File: config.mk
export PLATFORM = sky130hd
export DESIGN_NAME = time_set_ctrl
export DESIGN_NICKNAME = d
export VERILOG_FILES = /design/src/rtl/clock_pkg.sv /design/src/rtl/bcd_wrap_inc.sv /design/src/rtl/time_set_ctrl.sv
export SDC_FILE = /design/constraint.sdc
export NUM_CORES = 1
export LEC_CHECK = 0
export ABC_AREA = 1
export CORE_ASPECT_RATIO = 0.8
export CORE_MARGIN = 2
export CORE_UTILIZATION = 49
export CTS_BUF_LIST = sky130_fd_sc_hd__clkbuf_8
export DETAILED_ROUTE_END_ITERATION = 10
export PLACE_DENSITY_LB_ADDON = 0.08
export SYNTH_ARGS = -nofsm -noshare
export SYNTH_HDL_FRONTEND = slang
export SYNTH_SLANG_ARGS = --single-unit
File: constraint.sdc
create_clock -name clk -period 1.4 [get_ports clk]
set_clock_uncertainty 0.05 [all_clocks]
set_input_delay 0.28 -clock clk [delete_from_list [all_inputs] [get_ports clk]]
set_output_delay 0.28 -clock clk [all_outputs]
set_load 0.03 [all_outputs]
File: src/rtl/clock_pkg.sv
`default_nettype none
// +--------------------------------------------------------------------+
// | clock_pkg : shared states, field codes and BCD limits for time set  |
// | Rev 1.0                                                             |
// +--------------------------------------------------------------------+
package clock_pkg;

  typedef enum logic [1:0] {
    RUN      = 2'd0,
    SET_HOUR = 2'd1,
    SET_MIN  = 2'd2,
    SET_AMPM = 2'd3
  } state_e;

  localparam logic [1:0] FIELD_NONE = 2'd0;
  localparam logic [1:0] FIELD_HOUR = 2'd1;
  localparam logic [1:0] FIELD_MIN  = 2'd2;
  localparam logic [1:0] FIELD_AMPM = 2'd3;

  localparam int HOUR_MAX = 12;
  localparam int HOUR_MIN = 1;
  localparam int MIN_MAX  = 59;
  localparam int MIN_MIN  = 0;

  typedef struct packed {
    logic [3:0] tens;
    logic [3:0] units;
  } bcd2_t;

  function automatic bcd2_t to_bcd2(input int v);
    bcd2_t r;
    r.tens  = 4'(v / 10);
    r.units = 4'(v % 10);
    return r;
  endfunction

  function automatic bcd2_t clamp_hour(input bcd2_t h);
    logic bad;
    bad = (h.units > 4'd9) || (h.tens > 4'd1) ||
          (h.tens == 4'd0 && h.units == 4'd0) ||
          (h.tens == 4'd1 && h.units > 4'd2);
    return bad ? to_bcd2(HOUR_MAX) : h;
  endfunction

  // Tens above 5 is also zeroed so the minute can never escape its wrap range.
  function automatic bcd2_t clamp_min(input bcd2_t m);
    bcd2_t r;
    r.tens  = (m.tens  > 4'd5) ? 4'd0 : m.tens;
    r.units = (m.units > 4'd9) ? 4'd0 : m.units;
    return r;
  endfunction

endpackage
`default_nettype wire

File: src/rtl/bcd_wrap_inc.sv
`default_nettype none
// +--------------------------------------------------------------------+
// | bcd_wrap_inc : two-digit BCD increment wrapping MAX_VAL -> MIN_VAL  |
// | Rev 1.0                                                             |
// +--------------------------------------------------------------------+
module bcd_wrap_inc
  import clock_pkg::*;
#(
  parameter int MIN_VAL = 0,
  parameter int MAX_VAL = 59
) (
  input  bcd2_t i_val,
  output bcd2_t o_val
);

  localparam bcd2_t C_MIN = to_bcd2(MIN_VAL);
  localparam bcd2_t C_MAX = to_bcd2(MAX_VAL);

  always_comb begin
    o_val = i_val;
    if (i_val == C_MAX) begin
      o_val = C_MIN;
    end else if (i_val.units == 4'd9) begin
      o_val.tens  = i_val.tens + 4'd1;
      o_val.units = 4'd0;
    end else begin
      o_val.units = i_val.units + 4'd1;
    end
  end

endmodule
`default_nettype wire

File: src/rtl/time_set_ctrl.sv
`default_nettype none
// +--------------------------------------------------------------------+
// | time_set_ctrl : button-driven hour/minute/AM-PM editor for a clock  |
// | Rev 1.0                                                             |
// +--------------------------------------------------------------------+
module time_set_ctrl
  import clock_pkg::*;
#(
  parameter int TIMEOUT_CYCLES = 60000
) (
  input  logic       clk,
  input  logic       rst,
  input  logic       btn_mode,
  input  logic       btn_inc,
  input  logic [3:0] cur_hour_tens,
  input  logic [3:0] cur_hour_units,
  input  logic [3:0] cur_min_tens,
  input  logic [3:0] cur_min_units,
  input  logic       cur_am,
  output logic [3:0] set_hour_tens,
  output logic [3:0] set_hour_units,
  output logic [3:0] set_min_tens,
  output logic [3:0] set_min_units,
  output logic       set_am,
  output logic       load,
  output logic       setting,
  output logic [1:0] field
);

  localparam int             IW        = (TIMEOUT_CYCLES > 2) ? $clog2(TIMEOUT_CYCLES) : 1;
  localparam logic [IW-1:0]  IDLE_LAST = IW'(TIMEOUT_CYCLES - 1);

  state_e        state_q, state_d;
  logic [IW-1:0] idle_q, idle_d;
  logic          mode_prev_q, inc_prev_q;
  bcd2_t         hour_q, hour_d, min_q, min_d;
  logic          am_q, am_d;
  logic          load_q, load_d;
  logic          mode_edge, inc_edge;
  bcd2_t         hour_inc, min_inc;

  bcd_wrap_inc #(.MIN_VAL(HOUR_MIN), .MAX_VAL(HOUR_MAX)) u_hour_inc (
    .i_val (hour_q),
    .o_val (hour_inc)
  );

  bcd_wrap_inc #(.MIN_VAL(MIN_MIN), .MAX_VAL(MIN_MAX)) u_min_inc (
    .i_val (min_q),
    .o_val (min_inc)
  );

  always_comb begin
    mode_edge = btn_mode & ~mode_prev_q;
    inc_edge  = btn_inc  & ~inc_prev_q;
    state_d   = state_q;
    hour_d    = hour_q;
    min_d     = min_q;
    am_d      = am_q;
    load_d    = 1'b0;

    // Mode always wins over a simultaneous inc edge.
    case (state_q)
      RUN: begin
        if (mode_edge) begin
          state_d = SET_HOUR;
          hour_d  = clamp_hour({cur_hour_tens, cur_hour_units});
          min_d   = clamp_min({cur_min_tens, cur_min_units});
          am_d    = cur_am;
        end
      end
      SET_HOUR: begin
        if (mode_edge)     state_d = SET_MIN;
        else if (inc_edge) hour_d  = hour_inc;
      end
      SET_MIN: begin
        if (mode_edge)     state_d = SET_AMPM;
        else if (inc_edge) min_d   = min_inc;
      end
      SET_AMPM: begin
        if (mode_edge) begin
          state_d = RUN;
          load_d  = 1'b1;
        end else if (inc_edge) begin
          am_d = ~am_q;
        end
      end
    endcase

    if (state_q != RUN && !mode_edge && !inc_edge && idle_q == IDLE_LAST)
      state_d = RUN;

    if (state_q == RUN || mode_edge || inc_edge || state_d != state_q)
      idle_d = '0;
    else
      idle_d = idle_q + IW'(1);
  end

  always_ff @(posedge clk) begin
    if (rst) begin
      state_q     <= RUN;
      idle_q      <= '0;
      mode_prev_q <= 1'b0;
      inc_prev_q  <= 1'b0;
      hour_q      <= to_bcd2(HOUR_MAX);
      min_q       <= to_bcd2(0);
      am_q        <= 1'b1;
      load_q      <= 1'b0;
    end else begin
      state_q     <= state_d;
      idle_q      <= idle_d;
      mode_prev_q <= btn_mode;
      inc_prev_q  <= btn_inc;
      hour_q      <= hour_d;
      min_q       <= min_d;
      am_q        <= am_d;
      load_q      <= load_d;
    end
  end

  always_comb begin
    field = FIELD_NONE;
    case (state_q)
      SET_HOUR: field = FIELD_HOUR;
      SET_MIN:  field = FIELD_MIN;
      SET_AMPM: field = FIELD_AMPM;
      default:  field = FIELD_NONE;
    endcase
  end

  assign setting        = (state_q != RUN);
  assign load           = load_q;
  assign set_hour_tens  = hour_q.tens;
  assign set_hour_units = hour_q.units;
  assign set_min_tens   = min_q.tens;
  assign set_min_units  = min_q.units;
  assign set_am         = am_q;

endmodule
`default_nettype wire

# Word-level counts from Yosys, hierarchy flattened
# Index checks and enable logic that the tools add are counted.
[op_classes]
addsub = 5
magnitude_cmp = 5
eq_ne = 19
muxes = 29
bitwise_logic = 6
reduce_logical = 27
[ops]
columns = ["op", "n"]
rows = [
  ["8-bit two-way mux", 9],
  ["8-bit one-hot mux with 2 select lines", 2],
  ["4-bit two-way mux", 6],
  ["16-bit by 1-bit adder with 16-bit output, second input constant", 1],
  ["4-bit by 1-bit adder with 4-bit output, second input constant", 4],
  ["16-bit == test, second input constant", 1],
  ["2-bit inequality test, second input constant", 7],
  ["4-bit AND reduction", 3],
  ["2-bit two-way mux", 5],
  ["5-bit AND reduction", 2],
  ["4-bit == test, second input constant", 2],
  ["8-bit by 5-bit == test with 1-bit output, second input constant", 1],
  ["8-bit by 7-bit == test with 1-bit output, second input constant", 1],
  ["4-bit greater-than comparator, second input constant", 2],
  ["4-bit logical NOT", 2],
  ["2-bit one-hot mux with 4 select lines", 1],
  ["2-bit nonzero test", 4],
  ["1-bit logical OR", 6],
  ["3-bit by 1-bit inequality test with 1-bit output, second input constant", 2],
  ["2-bit one-hot mux with 3 select lines", 1],
  ["1-bit logical AND", 5],
  ["2-bit == test, second input constant", 2],
  ["4-bit by 1-bit == test with 1-bit output, second input constant", 1],
  ["4-bit by 1-bit greater-than comparator with 1-bit output, second input constant", 1],
  ["other kinds (11)", 20],
]
[word_totals]
register_bits = 38
in_bits = 21
out_inout_bits = 21

# Logic depth before layout (Yosys ltp)
# Gate-level depths: netlist (run 1).
[depth]
ltp_word = 10
ltp_mapped = 11
ltp_nobuf = 11

# Hierarchy
# Synthesis (run 1) repeated with hierarchy kept, for this count alone.
[hier_totals]
hier_cells = 393
area_unflattened_um2 = 2496.1
[modules_own_cells]
columns = ["mod", "n_inst", "cells_each", "area_per_inst_um2"]
rows = [
  ["time_set_ctrl", 1, 309, 2045.7],
  ["bcd_wrap_inc at u_hour_inc", 1, 48, 236.5],
  ["bcd_wrap_inc at u_min_inc", 1, 36, 214.0],
]

# Least setup slack after synthesis (run 1)
# No wires, ideal clock.
[synth_timing]
path_kind = "reg2reg"
startpoint = "reg hour_q, in the netlist set_hour_tens[0]"
endpoint = "reg hour_q, in the netlist set_hour_tens[0]"
arrival_ns = 1.407
required_time_ns = 1.235
setup_slack_ns = -0.172
stages_incl_launch_ff = 9
n_path_buf = 0
period_less_slack_ns = 1.572
path_cell_list = "dfxtp_1 ha_1 nand3_1 nor2_1 inv_1 nand2_1 nand2_2 a21oi_1 nand2_1"
[synth_via]
elab_chain_cells = 6
elab_cells_between_ends = 9
cone_classes = "add/sub (1); eq/ne (2); mux (5); reduce/logical (1)"
[synth_lines]
columns = ["element", "line", "rtl"]
rows = [
  ["start, declared", "time_set_ctrl.sv:36", "bcd2_t hour_q, hour_d, min_q, min_d;"],
  ["start signal, assigned", "time_set_ctrl.sv:104", "hour_q <= to_bcd2(HOUR_MAX);"],
  ["start signal, assigned", "time_set_ctrl.sv:113", "hour_q <= hour_d;"],
  ["4-bit by 1-bit adder with 4-bit output", "bcd_wrap_inc.sv:24", "o_val.tens = i_val.tens + 4'd1;"],
  ["4-bit two-way mux", "bcd_wrap_inc.sv:23", "end else if (i_val.units == 4'd9) begin"],
  ["8-bit two-way mux", "bcd_wrap_inc.sv:21", "if (i_val == C_MAX) begin"],
  ["8-bit two-way mux", "time_set_ctrl.sv:73", "else if (inc_edge) hour_d = hour_inc;"],
  ["8-bit two-way mux", "time_set_ctrl.sv:72", "if (mode_edge) state_d = SET_MIN;"],
  ["8-bit one-hot mux with 2 select lines", "time_set_ctrl.sv:62", "case (state_q)"],
]
# Several ways; a longest one is shown, not always the timed one. The select of a mux whose other input is x is not followed.
# A chain may end at the register's enable or synchronous reset.

# Final worst setup path (run 1)
[layout_timing]
startpoint = "reg idle_q[0]"
endpoint = "reg idle_q[14]"
[layout_via]
elab_chain_cells = 6
elab_cells_between_ends = 7
cone_classes = "add/sub (1); eq/ne (2); mux (1); reduce/logical (3)"
[layout_lines]
columns = ["element", "line", "rtl"]
rows = [
  ["start, declared", "time_set_ctrl.sv:34", "logic [IW-1:0] idle_q, idle_d;"],
  ["start signal, assigned", "time_set_ctrl.sv:110", "idle_q <= idle_d;"],
  ["16-bit == test", "time_set_ctrl.sv:89", "if (state_q != RUN && !mode_edge && !inc_edge && idle_q == IDLE_LAST)"],
  ["1-bit logical AND", "time_set_ctrl.sv:89", ""],
  ["2-bit two-way mux", "time_set_ctrl.sv:89", ""],
  ["2-bit inequality test", "time_set_ctrl.sv:92", "if (state_q == RUN || mode_edge || inc_edge || state_d != state_q)"],
  ["1-bit logical OR", "time_set_ctrl.sv:92", ""],
  ["2-bit OR reduction (no source line)", "--", ""],
]
# Several ways; a longest one is shown, not always the timed one.

==> flow_metrics.py, run 1 <==
metrics = {
    "sta": {
        "tightest_slew_ns": 0.2860,
        "layout_setup_ws_ns": -0.01384,
        "final_hold_viol_count": 0,
        "drv_slew": 0,
        "max_freq_mhz": 707.3,
        "min_period_ns": 1.414,
        "slew_headroom_pct": 80.73,
        "min_period_over_period_pct": 101.0,
        "setup_viol": 1,
        "rsz0062_at_grt": "yes",
    },
    "power": {
        "power.leakage_nw": 1.541,
        "p_per_area_nw_per_um2": 857.6,
        "peakVddDrop_mv": 0.5946,
    },
    "global_route": {
        "grt_pass1_wl_mm": 9.294,
        "grt_pass1_vias": 2180,
        "overflow": 0,
        "grt_use_total_pct": 22.30,
        "grt_antenna_before_repair": 0,
        "grt_max_degree": 17,
    },
    "clock_tree": {
        "clkTransAtPathRegs_ns": 0.08,
        "cts_tree": "done",
        "cts_buffers": 5,
        "clk_latency_ns": 0.29,
        "cts_max_path_buffers": 2,
        "h-tree-depth": 2,
        "clock_sinks": 38,
        "root_buffer": "clkbuf_8",
    },
    "worst_setup_path": {
        "path_cells": "ha_4, nand3_4, nor2_4, nand3_1, or2_2, a21oi_2",
        "max_stage_delay_ns": 0.36,
        "crit_cells": 6,
        "crit_path_top_delay_cell": "dfxtp_2",
        "regToRegStartpoint": "idle_q[0]$_SDFF_PP0_",
        "cp-end-kind": "flip-flop",
        "crit_family": "simple AND/OR/NAND/NOR gates",
        "worstPathBufferInverterCount": 0,
        "timing.rr.end": "idle_q[14]$_SDFF_PP0_",
        "crit_path_start_kind": "flip-flop",
        "r2r_slack_ns": -0.01,
        "cp.arrival_ns": 1.59,
        "worst_ep_required_time_ns": 1.57,
        "cp_max_fo": 4,
        "worstRegToRegCells": 6,
        "worst-setup-path-type": "flip-flop to flip-flop",
    },
    "route": {
        "viasPerCell": 4.974,
        "num_vias": 2477,
        "avgRoutedWirePerCell_um": 11.81,
        "drtAntennaViolNets": 0,
        "drcViolationCount": 0,
        "wirelength_mm": 5.882,
        "firstDrtPassIters": 4,
        "first_iter_violations": 126,
    },
    "placement": {
        "port_buffers": 41,
        "place_area_um2": 2978,
        "hpwl_mm": 4.110,
        "dp_slack_ns": -0.4642,
        "gp_congestion": 0.9386,
    },
    "die": {
        "core_um2": 4487,
        "row_count": 22,
        "ios": 42,
        "start_util_pct": 50.11,
        "dieWidth_um": 79.74,
        "fp.dieArea_um2": 5150,
        "fp.dieH_um": 64.59,
    },
    "layout": {
        "stdcell_area_um2": 3379,
        "nets": 465,
        "antenna_cells": 0,
        "drive_gt1_share_pct": 32.42,
        "area_growth_pct": 50.31,
    },
    "yosys": {
        "async_reset_ff_share_pct": 0,
        "synth_cells": 353,
        "synth-seq-cells": 38,
        "yosys.area.top_type": "dfxtp_1",
        "synth_edf_count": 0,
        "ys_types": 30,
        "yosysMostFrequentCell": "nand2_1",
        "ys_warn_count": 0,
        "synth_common_cells": "nand2_1 (73), nor2_1 (61), inv_1 (48), dfxtp_1 (38), nand3_1 (28)",
        "ys_seq_area_share_pct": 33.83,
        "yosysTopAreaCellShare_pct": 33.83,
        "synth_area_per_cell_um2": 6.369,
        "syn-cell-area_um2": 2248,
        "synth_nets": 381,
        "synth_area_leaders": "dfxtp_1 (34%), nand2_1 (12%), nor2_1 (10%)",
        "yosys_most_used_dff": "dfxtp_1",
    },
    "job": {
        "maxCapViolCount": 0,
    },
    "run_status": {
        "violations": "negative setup slack",
        "status": "finished with violations",
    },
    "worst_hold_path": {
        "hold_depth": 3,
        "hold_path.class": "input pin to flip-flop",
        "hold_end": "mode_prev_q$_SDFF_PP0_",
        "worstHoldStart": "btn_mode",
    },
}
-- power breakdown --
| part | internal, mW | switching (mW) |
|---|---|---|
| Combinational | 0.373 | 0.507 |
| Sequential | 1.15 | 0.0802 |
| Clock | 0.396 | 0.396 |
-- layout by cell type, fill, tap and decap left out, drive strengths merged, types with 2 or more instances in the layout --
cell	Yosys	final
nand2	75	75
inv	56	56
clkbuf	3	13
dfxtp	38	38
buf	2	50
xnor2	2	2
dlygate4sd2	0	5
o21ai	17	17
nand3	30	30
or2	5	5
clkdlybuf4s50	0	18
xor2	7	7
ha	7	7
a21oi	22	22
nand4	8	8
nor3	10	10
nor2	66	66
-- kinds of logic (layout without fill, tap and decap cells) --
family | Yosys count | count (layout) | share of synthesized area [%]
AOI/OAI and AO/OA | 40 | 40 | 9.349
xor gates and xnor gates | 9 | 9 | 3.506
adders and majority gates | 7 | 7 | 3.895
buffers and inverters | 61 | 146 | 10.24
DFF | 38 | 38 | 33.83
and+or+nand+nor | 198 | 198 | 39.18
-- worst max-delay path by stage --
stage,startpoint,end,slack [ns]
final,idle_q[0]$_SDFF_PP0_,idle_q[14]$_SDFF_PP0_,-0.01
after global routing,set_min_units[1]$_SDFFE_PP0P_,set_min_tens[0]$_SDFFE_PP0P_,-0.11
after CTS,idle_q[0]$_SDFF_PP0_,idle_q[14]$_SDFF_PP0_,-0.02
after detailed placement,btn_inc,set_min_tens[2]$_SDFFE_PP0P_,-0.46
after global placement,btn_inc,set_min_tens[0]$_SDFFE_PP0P_,-0.42
after floorplan,set_hour_units[3]$_SDFFE_PP0P_,set_hour_tens[0]$_SDFFE_PP1P_,-0.01
-- layout make-up --
cell class / instances / area, um^2
Multi-Input combinational cell: 254 / 1528
Clock inverter: 2 / 12.51
Inverter: 56 / 212.7
Sequential cell: 38 / 788.3
Timing Repair Buffer: 82 / 680.7
Fill cell: 342 / 1107
Tap cell: 60 / 75.07
Clock buffer: 6 / 82.58
-- layer usage --
layer  vias to the layer above  GRT usage (%)  routed length [um]
met1                      1133          31.05                2838
met4                         0          5.085                  40
li1                       1284              -                   -
met2                        55          35.82                2667
met3                         5          4.457                 335
met5                         -              0                   0
-- stage by stage --
stage	util, %	setup TNS, ns	std cells	hold WS, ns	power, mW
floorplan	-	-0.01223	353	0.3370	1.682
global placement	66.37	-9.999	484	0.3971	2.017
detailed placement	66.37	-10.60	484	0.4073	2.030
CTS	70.38	-0.02708	495	0.2887	2.816
global route	75.32	-0.5338	498	0.2463	3.044
finish	75.32	-0.01384	498	0.2417	2.898
-- timing repair --
action	CTS	global route
buffers inserted	3	3
resized for setup	37	73
pin swaps	7	21
endpoints found under the setup margin	30	43
hold buffers	0	0
-- tightest hold or removal path: cells and delay by family --
kind                   cells  cell delay, ns
and+or+nand+nor            1            0.03
buffers and inverters      2            0.23
-- sequential cells by signal (all words and copies together), names as in the netlist --
signal	count
inc_prev_q	1
load	1
set_am	1
state_q	2
set_hour_tens	4
set_hour_units	4
idle_q	16
set_min_units	4
set_min_tens	4
mode_prev_q	1
Power figures use the tool's default switching activity.
==> run 2, diff against run 1 <==
CORE_MARGIN = not set   (was 2)
MAX_ROUTING_LAYER = met4   (was not set)
==> run 2 against run 1 <==
Compared with the run above: the flow still finishes with violations (negative setup slack); sequential power about the same; sequential cell count did not move; non-clock buffer count rose by 1; highest routed layer unchanged; critical path depth grew 5; sequential share of layout area is 0.34 points higher; first-iteration DRC count up 18%; critical endpoint is now set_min_tens[3]$_SDFFE_PP0P_; final area shrank 1.4%; combinational power is 2.4% lower.
==> flow_metrics.py, run 2 (same netlist as run 1, synthesis figures left out) <==
metrics = {
    "run_status": {
        "status": "finished with violations",
        "violations": "negative setup slack",
    },
    "die": {
        "fp.dieArea_um2": 4865,
        "ios": 42,
        "fp.dieH_um": 62.59,
        "dieWidth_um": 77.74,
        "start_util_pct": 52.50,
        "row_count": 21,
        "core_um2": 4283,
    },
    "route": {
        "first_iter_violations": 149,
        "avgRoutedWirePerCell_um": 11.25,
        "viasPerCell": 5.010,
        "firstDrtPassIters": 4,
        "wirelength_mm": 5.579,
        "num_vias": 2485,
        "drcViolationCount": 0,
        "drtAntennaViolNets": 0,
    },
    "global_route": {
        "grt_pass1_vias": 2173,
        "grt_antenna_before_repair": 0,
        "grt_max_degree": 17,
        "grt_pass1_wl_mm": 9.011,
        "grt_use_total_pct": 23.72,
        "overflow": 0,
    },
    "worst_setup_path": {
        "cp_common_cell": "nand2_1",
        "crit_path_top_delay_cell": "dfxtp_4",
        "startpoint": "set_min_units[1]$_SDFFE_PP0P_",
        "crit_path_start_kind": "flip-flop",
        "worst_ep_required_time_ns": 1.54,
        "cp.arrival_ns": 1.55,
        "worst-setup-path-type": "flip-flop to flip-flop",
        "regToRegStartpoint": "set_min_units[1]$_SDFFE_PP0P_",
        "max_stage_delay_ns": 0.38,
        "cp-end-kind": "flip-flop",
        "cp_max_fo": 8,
        "path_cells": "inv_4, ha_4, nand2_2, nor2_2, buf_4, nor2_4, inv_2, nand2_4, nand2_1, nand2_1, nor2_1",
    },
    "layout": {
        "layout_common_cells": "nand2_1 (66), nor2_1 (53), buf_4 (49)",
        "final_util_pct": 77.77,
        "drive_gt1_share_pct": 31.44,
        "max_flop_register": "idle_q",
        "area_growth_pct": 48.14,
        "stdcell_area_um2": 3331,
        "mostFrequentLayoutCell": "nand2_1",
        "largest_reg_flops": 16,
        "final_cell_count_no_fill": 496,
        "filler_cell_count": 317,
        "antenna_cells": 0,
        "nets": 466,
    },
    "sta": {
        "max_freq_mhz": 709.5,
        "setup_viol": 2,
        "setup-tns-final_ns": -0.01198,
        "layout_setup_ws_ns": -0.009464,
        "slew_headroom_pct": 81.04,
        "min_period_over_period_pct": 100.7,
        "min_period_ns": 1.409,
        "rsz0062_at_grt": "yes",
        "tightest_slew_ns": 0.2814,
        "final_hold_viol_count": 0,
        "drv_slew": 0,
        "holdWs_ns": 0.2238,
    },
    "clock_tree": {
        "clock_sinks": 38,
        "cts_tree": "done",
        "cts_buffers": 5,
        "root_buffer": "clkbuf_8",
        "h-tree-depth": 2,
        "holdBufCountCts": 0,
        "clk_latency_ns": 0.29,
        "clkTransAtPathRegs_ns": 0.07,
        "cts_max_path_buffers": 2,
    },
    "worst_hold_path": {
        "worstHoldStart": "btn_mode",
        "hold_path.class": "input pin to flip-flop",
    },
    "power": {
        "internal-power_mw": 1.910,
        "p_comb_share_pct": 30.1,
        "peakVddDrop_mv": 0.6321,
        "p_per_area_nw_per_um2": 857.2,
        "clkPwrFrac_pct": 26.9,
        "power.leakage_nw": 1.534,
        "seq_power_share_pct": 43.0,
        "swShare_pct": 33.10,
        "power.switching_mw": 0.9451,
    },
    "placement": {
        "dp_cells": 479,
        "hpwl_mm": 3.913,
        "port_buffers": 41,
        "gp_congestion": 0.9402,
        "place_area_um2": 2957,
    },
    "job": {
        "maxCapViolCount": 0,
    },
}
## run 2: cell types whose count changed in the layout (fill, tap and decap cells not counted), sizes merged
cell           before  now
inv                56   57
buf                50   52
clkbuf             13    9
dlygate4sd2         5    6
clkdlybuf4s15       1    3
clkinvlp            1    0
## run 2: final timing paths
kind / to / slack, ns / cells past startpoint
max: set_min_tens[3]$_SDFFE_PP0P_ / -0.009 / 11
min: mode_prev_q$_SDFF_PP0_ / 0.22 / 3
max reg2reg: set_min_tens[3]$_SDFFE_PP0P_ / -0.009 / 11
min reg2reg: idle_q[15]$_SDFF_PP0_ / 0.44 / 2
## run 2: critical path: cells and delay by family, from the launching register on
kind | cells | cell delay, ns
flip-flops | 1 | 0.38
adder cells (fa/ha/maj) | 1 | 0.14
buffers and inverters | 3 | 0.25
AND/OR/NAND/NOR | 7 | 0.48
## run 2: through the flow
step                      total power [mW]  setup WS (ns)
after floorplan                      1.682       -0.01223
after global placement               2.007        -0.3638
after detailed placement             2.020        -0.4117
after CTS                            2.787       0.003097
after global routing                 3.015       -0.07071
final                                2.855      -0.009464
## run 2: layer usage
metal,part of all wire (%),GRT usage (%),up-vias
met5,0,-,-
met4,1.6,8.962,0
met3,4.9,4.380,8
met2,45,36.84,69
met1,48,30.62,1124
li1,-,-,1284
## run 2: final cells by class
type	instances	area, um^2	area share (%)
clock buffers	6	82.58	2.479
clock inverters	2	8.758	0.2630
inverters	56	212.7	6.386
multi-input cells	254	1465	43.99
flip-flops and latches	38	788.3	23.67
well taps	57	71.32	2.141
repair buffers	83	701.9	21.07
## run 2: repair_timing
item | CTS | global route
endpoints found under the setup margin | 32 | 40
setup buffers | 3 | 6
gates resized for setup | 34 | 57
pin swaps | 7 | 19
## run 2: power groups by stage
stage | sequential (mW) | clock, mW | combinational (mW)
global placement | 1.24 | 0 | 0.769
floorplan | 1.34 | 0 | 0.343
CTS | 1.22 | 0.788 | 0.780
global route | 1.24 | 0.838 | 0.937
finish | 1.23 | 0.767 | 0.859
detailed placement | 1.24 | 0 | 0.779
==> run 3, diff against run 2 <==
ABC_AREA = not set   (was 1)
CORE_MARGIN = 2   (was not set)
CORE_UTILIZATION = 48   (was 49)
PLACE_DENSITY_LB_ADDON = 0.12   (was 0.08)
==> run 3 against run 2 <==
Compared with the run above: the flow still finishes with violations (negative setup slack); largest cell class unchanged; global-route usage is 10 points higher; clock power increased by 14%; combinational power is 25% higher; synthesized area fell by 6.9%; largest power group unchanged; critical path type unchanged; cell count shrank 10%.
==> flow_metrics.py, run 3 <==
metrics = {
    "run_status": {
        "status": "finished with violations",
        "violations": "negative setup slack",
    },
    "yosys": {
        "ys_types": 50,
        "yosysMostFrequentCell": "dfxtp_1",
        "yosys_most_used_dff": "dfxtp_1",
        "synth_nets": 284,
        "synth_area_leaders": "dfxtp_1 (36%), nor2_1 (6.6%), a21oi_1 (4.3%)",
        "ys_seq_area_share_pct": 36.34,
        "yosysTopAreaCellShare_pct": 36.34,
        "synth_common_cells": "dfxtp_1 (38), nor2_1 (37), a21oi_1 (18), nand2_1 (15)",
        "yosys.area.top_type": "dfxtp_1",
        "synth_area_per_cell_um2": 8.177,
        "synth-seq-cells": 38,
        "async_reset_ff_share_pct": 0,
        "synth_edf_count": 0,
        "synth_cells": 256,
        "ys_warn_count": 0,
        "syn-cell-area_um2": 2093,
    },
    "layout": {
        "nets": 414,
        "mostFrequentLayoutCell": "buf_4",
        "area_growth_pct": 90.08,
        "final_cell_count_no_fill": 444,
        "stdcell_area_um2": 3979,
        "layout_common_cells": "buf_4 (76), buf_6 (25), dfxtp_1 (21)",
        "filler_cell_count": 106,
        "antenna_cells": 0,
        "max_flop_register": "idle_q",
        "largest_reg_flops": 16,
        "drive_gt1_share_pct": 56.85,
    },
    "worst_setup_path": {
        "crit_path_top_delay_cell": "dfxtp_4",
        "worst_ep_required_time_ns": 1.59,
        "cp-end-kind": "flip-flop",
        "worst-setup-path-type": "flip-flop to flip-flop",
        "regToRegStartpoint": "set_hour_tens[1]$_SDFFE_PP0P_",
        "cp_max_fo": 3,
        "max_stage_delay_ns": 0.36,
        "worstRegToRegCells": 9,
        "timing.rr.end": "set_hour_tens[3]$_SDFFE_PP0P_",
        "crit_path_start_kind": "flip-flop",
        "r2r_slack_ns": -0.46,
        "cp.arrival_ns": 2.05,
        "path_cells": "inv_2, ha_4, nor4bb_4, buf_4, a21oi_4, buf_6, nand2_4, or3_1, a31oi_1",
    },
    "power": {
        "power.switching_mw": 1.084,
        "clkPwrFrac_pct": 28.1,
        "swShare_pct": 35.02,
        "p_comb_share_pct": 34.4,
        "power.leakage_nw": 1.553,
        "seq_power_share_pct": 37.5,
        "p_per_area_nw_per_um2": 777.9,
        "internal-power_mw": 2.011,
        "peakVddDrop_mv": 0.6943,
    },
    "die": {
        "row_count": 21,
        "start_util_pct": 50.10,
        "ios": 42,
        "dieWidth_um": 77.83,
        "fp.dieArea_um2": 4908,
        "core_um2": 4178,
        "fp.dieH_um": 63.07,
    },
    "route": {
        "first_iter_violations": 358,
        "firstDrtPassIters": 5,
        "viasPerCell": 6.604,
        "wirelength_mm": 11.04,
        "num_vias": 2932,
        "drtAntennaViolNets": 0,
        "avgRoutedWirePerCell_um": 24.86,
        "drcViolationCount": 0,
    },
    "global_route": {
        "grt_pass1_vias": 2553,
        "grt_max_degree": 13,
        "grt_antenna_before_repair": 0,
        "overflow": 0,
        "grt_pass1_wl_mm": 12.56,
        "grt_use_total_pct": 34.09,
    },
    "placement": {
        "dp_cells": 417,
        "gp_congestion": 0.9320,
        "place_area_um2": 3114,
        "port_buffers": 41,
        "hpwl_mm": 4.114,
    },
    "clock_tree": {
        "clk_latency_ns": 0.31,
        "cts_buffers": 5,
        "clock_sinks": 38,
        "clkTransAtPathRegs_ns": 0.09,
        "cts_max_path_buffers": 2,
        "root_buffer": "clkbuf_8",
        "h-tree-depth": 2,
        "cts_tree": "done",
        "holdBufCountCts": 0,
    },
    "sta": {
        "min_period_over_period_pct": 132.5,
        "min_period_ns": 1.856,
        "setup_viol": 41,
        "slew_headroom_pct": 68.91,
        "drv_slew": 0,
        "max_freq_mhz": 538.9,
        "final_hold_viol_count": 0,
        "rsz0062_at_grt": "yes",
        "tightest_slew_ns": 0.4628,
        "layout_setup_ws_ns": -0.4556,
    },
    "job": {
        "maxCapViolCount": 0,
    },
    "worst_hold_path": {
        "worstHoldStart": "btn_inc",
        "hold_path.class": "input pin to flip-flop",
        "hold_end": "inc_prev_q$_SDFF_PP0_",
        "hold_depth": 2,
    },
}
[run 3: changes by cell type in the layout (fill, tap and decap cells not counted), sizes merged, moves of 6 or more]
cell    before  now
inv         57   10
nand2       75   16
nand3       30   13
buf         52  104
nor2        66   37
nand2b       0    7
nor2b        0    6
[run 3: cell type report]
type / count / area, um^2 / area share, %
Clock buffer: 6 / 82.58 / 2.075
Clock inverter: 2 / 11.26 / 0.2830
Inverter: 9 / 33.78 / 0.8491
Multi-Input combinational cell: 199 / 1793 / 45.06
Sequential cell: 38 / 799.5 / 20.09
Tap cell: 57 / 71.32 / 1.792
Timing Repair Buffer: 133 / 1187 / 29.84
[run 3: how the worst max path moves through the flow]
stage | start | depth (start not counted) | to | slack, ns
floorplan | set_hour_tens[1]$_SDFFE_PP0P_ | 7 | set_hour_tens[2]$_SDFFE_PP0P_ | -0.32
global placement | btn_mode | 6 | set_hour_tens[0]$_SDFFE_PP1P_ | -0.63
detailed placement | btn_mode | 6 | set_hour_tens[0]$_SDFFE_PP1P_ | -0.67
CTS | set_hour_tens[1]$_SDFFE_PP0P_ | 9 | set_hour_tens[3]$_SDFFE_PP0P_ | -0.37
global route | set_hour_tens[1]$_SDFFE_PP0P_ | 9 | set_hour_tens[3]$_SDFFE_PP0P_ | -0.51
finish | set_hour_tens[1]$_SDFFE_PP0P_ | 9 | set_hour_tens[3]$_SDFFE_PP0P_ | -0.46
[run 3: per-stage QoR]
step	TNS (ns)	setup WS [ns]	power [mW]	hold slack [ns]	utilization, %
after floorplan	-5.972	-0.3187	1.499	0.3308	-
after global placement	-19.48	-0.6322	1.818	0.4244	74.54
after detailed placement	-20.58	-0.6715	1.827	0.4376	74.54
after CTS	-6.666	-0.3710	2.779	0.3761	85.59
after global routing	-12.48	-0.5078	3.161	0.4111	95.24
final	-10.37	-0.4556	3.095	0.4105	95.24
[run 3: power groups by stage]
stage                     clock network, mW  registers [mW]  logic, mW
after floorplan                           0            1.23      0.268
final                                 0.871            1.16       1.07
after CTS                             0.830            1.15      0.800
after detailed placement                  0            1.17      0.658
after global routing                  0.909            1.16       1.09
after global placement                    0            1.17      0.650
[run 3: what timing repair did]
item                                    in CTS  in global routing
buffers inserted                            10                 10
gates cloned                                 1                  0
gates resized for setup                     90                 84
pin swaps                                   31                 14
endpoints found under the setup margin      46                 43
hold endpoints to repair                     0                  0
[run 3: critical path: cells and delay by family, from the launching register on]
| kind | cells | cell delay [ns] |
|---|---|---|
| buffers and inverters | 3 | 0.32 |
| AO/OA/AOI/OAI | 2 | 0.35 |
| adder cells (fa/ha/maj) | 1 | 0.16 |
| AND/OR/NAND/NOR | 3 | 0.55 |
| flip-flops | 1 | 0.36 |
[run 3: logic make-up after synthesis]
group	count (synthesis)	synth area share, %
AND/OR/NAND/NOR	117	29.23
adder cells (fa/ha/maj)	7	4.184
flip-flops	38	36.34
AO/OA/AOI/OAI	56	17.93
XOR/XNOR	16	6.694
buffers and inverters	19	4.183
multiplexers	3	1.435
[run 3: metal layers]
layer	global-route usage (%)	part of all wire (%)	wire (um)	up-vias
li1	-	-	-	1173
met1	40.72	36	4020	1396
met2	53.02	46	5112	274
met3	7.307	11	1212	89
met4	20.09	6.3	690	0
met5	-	0	0	-
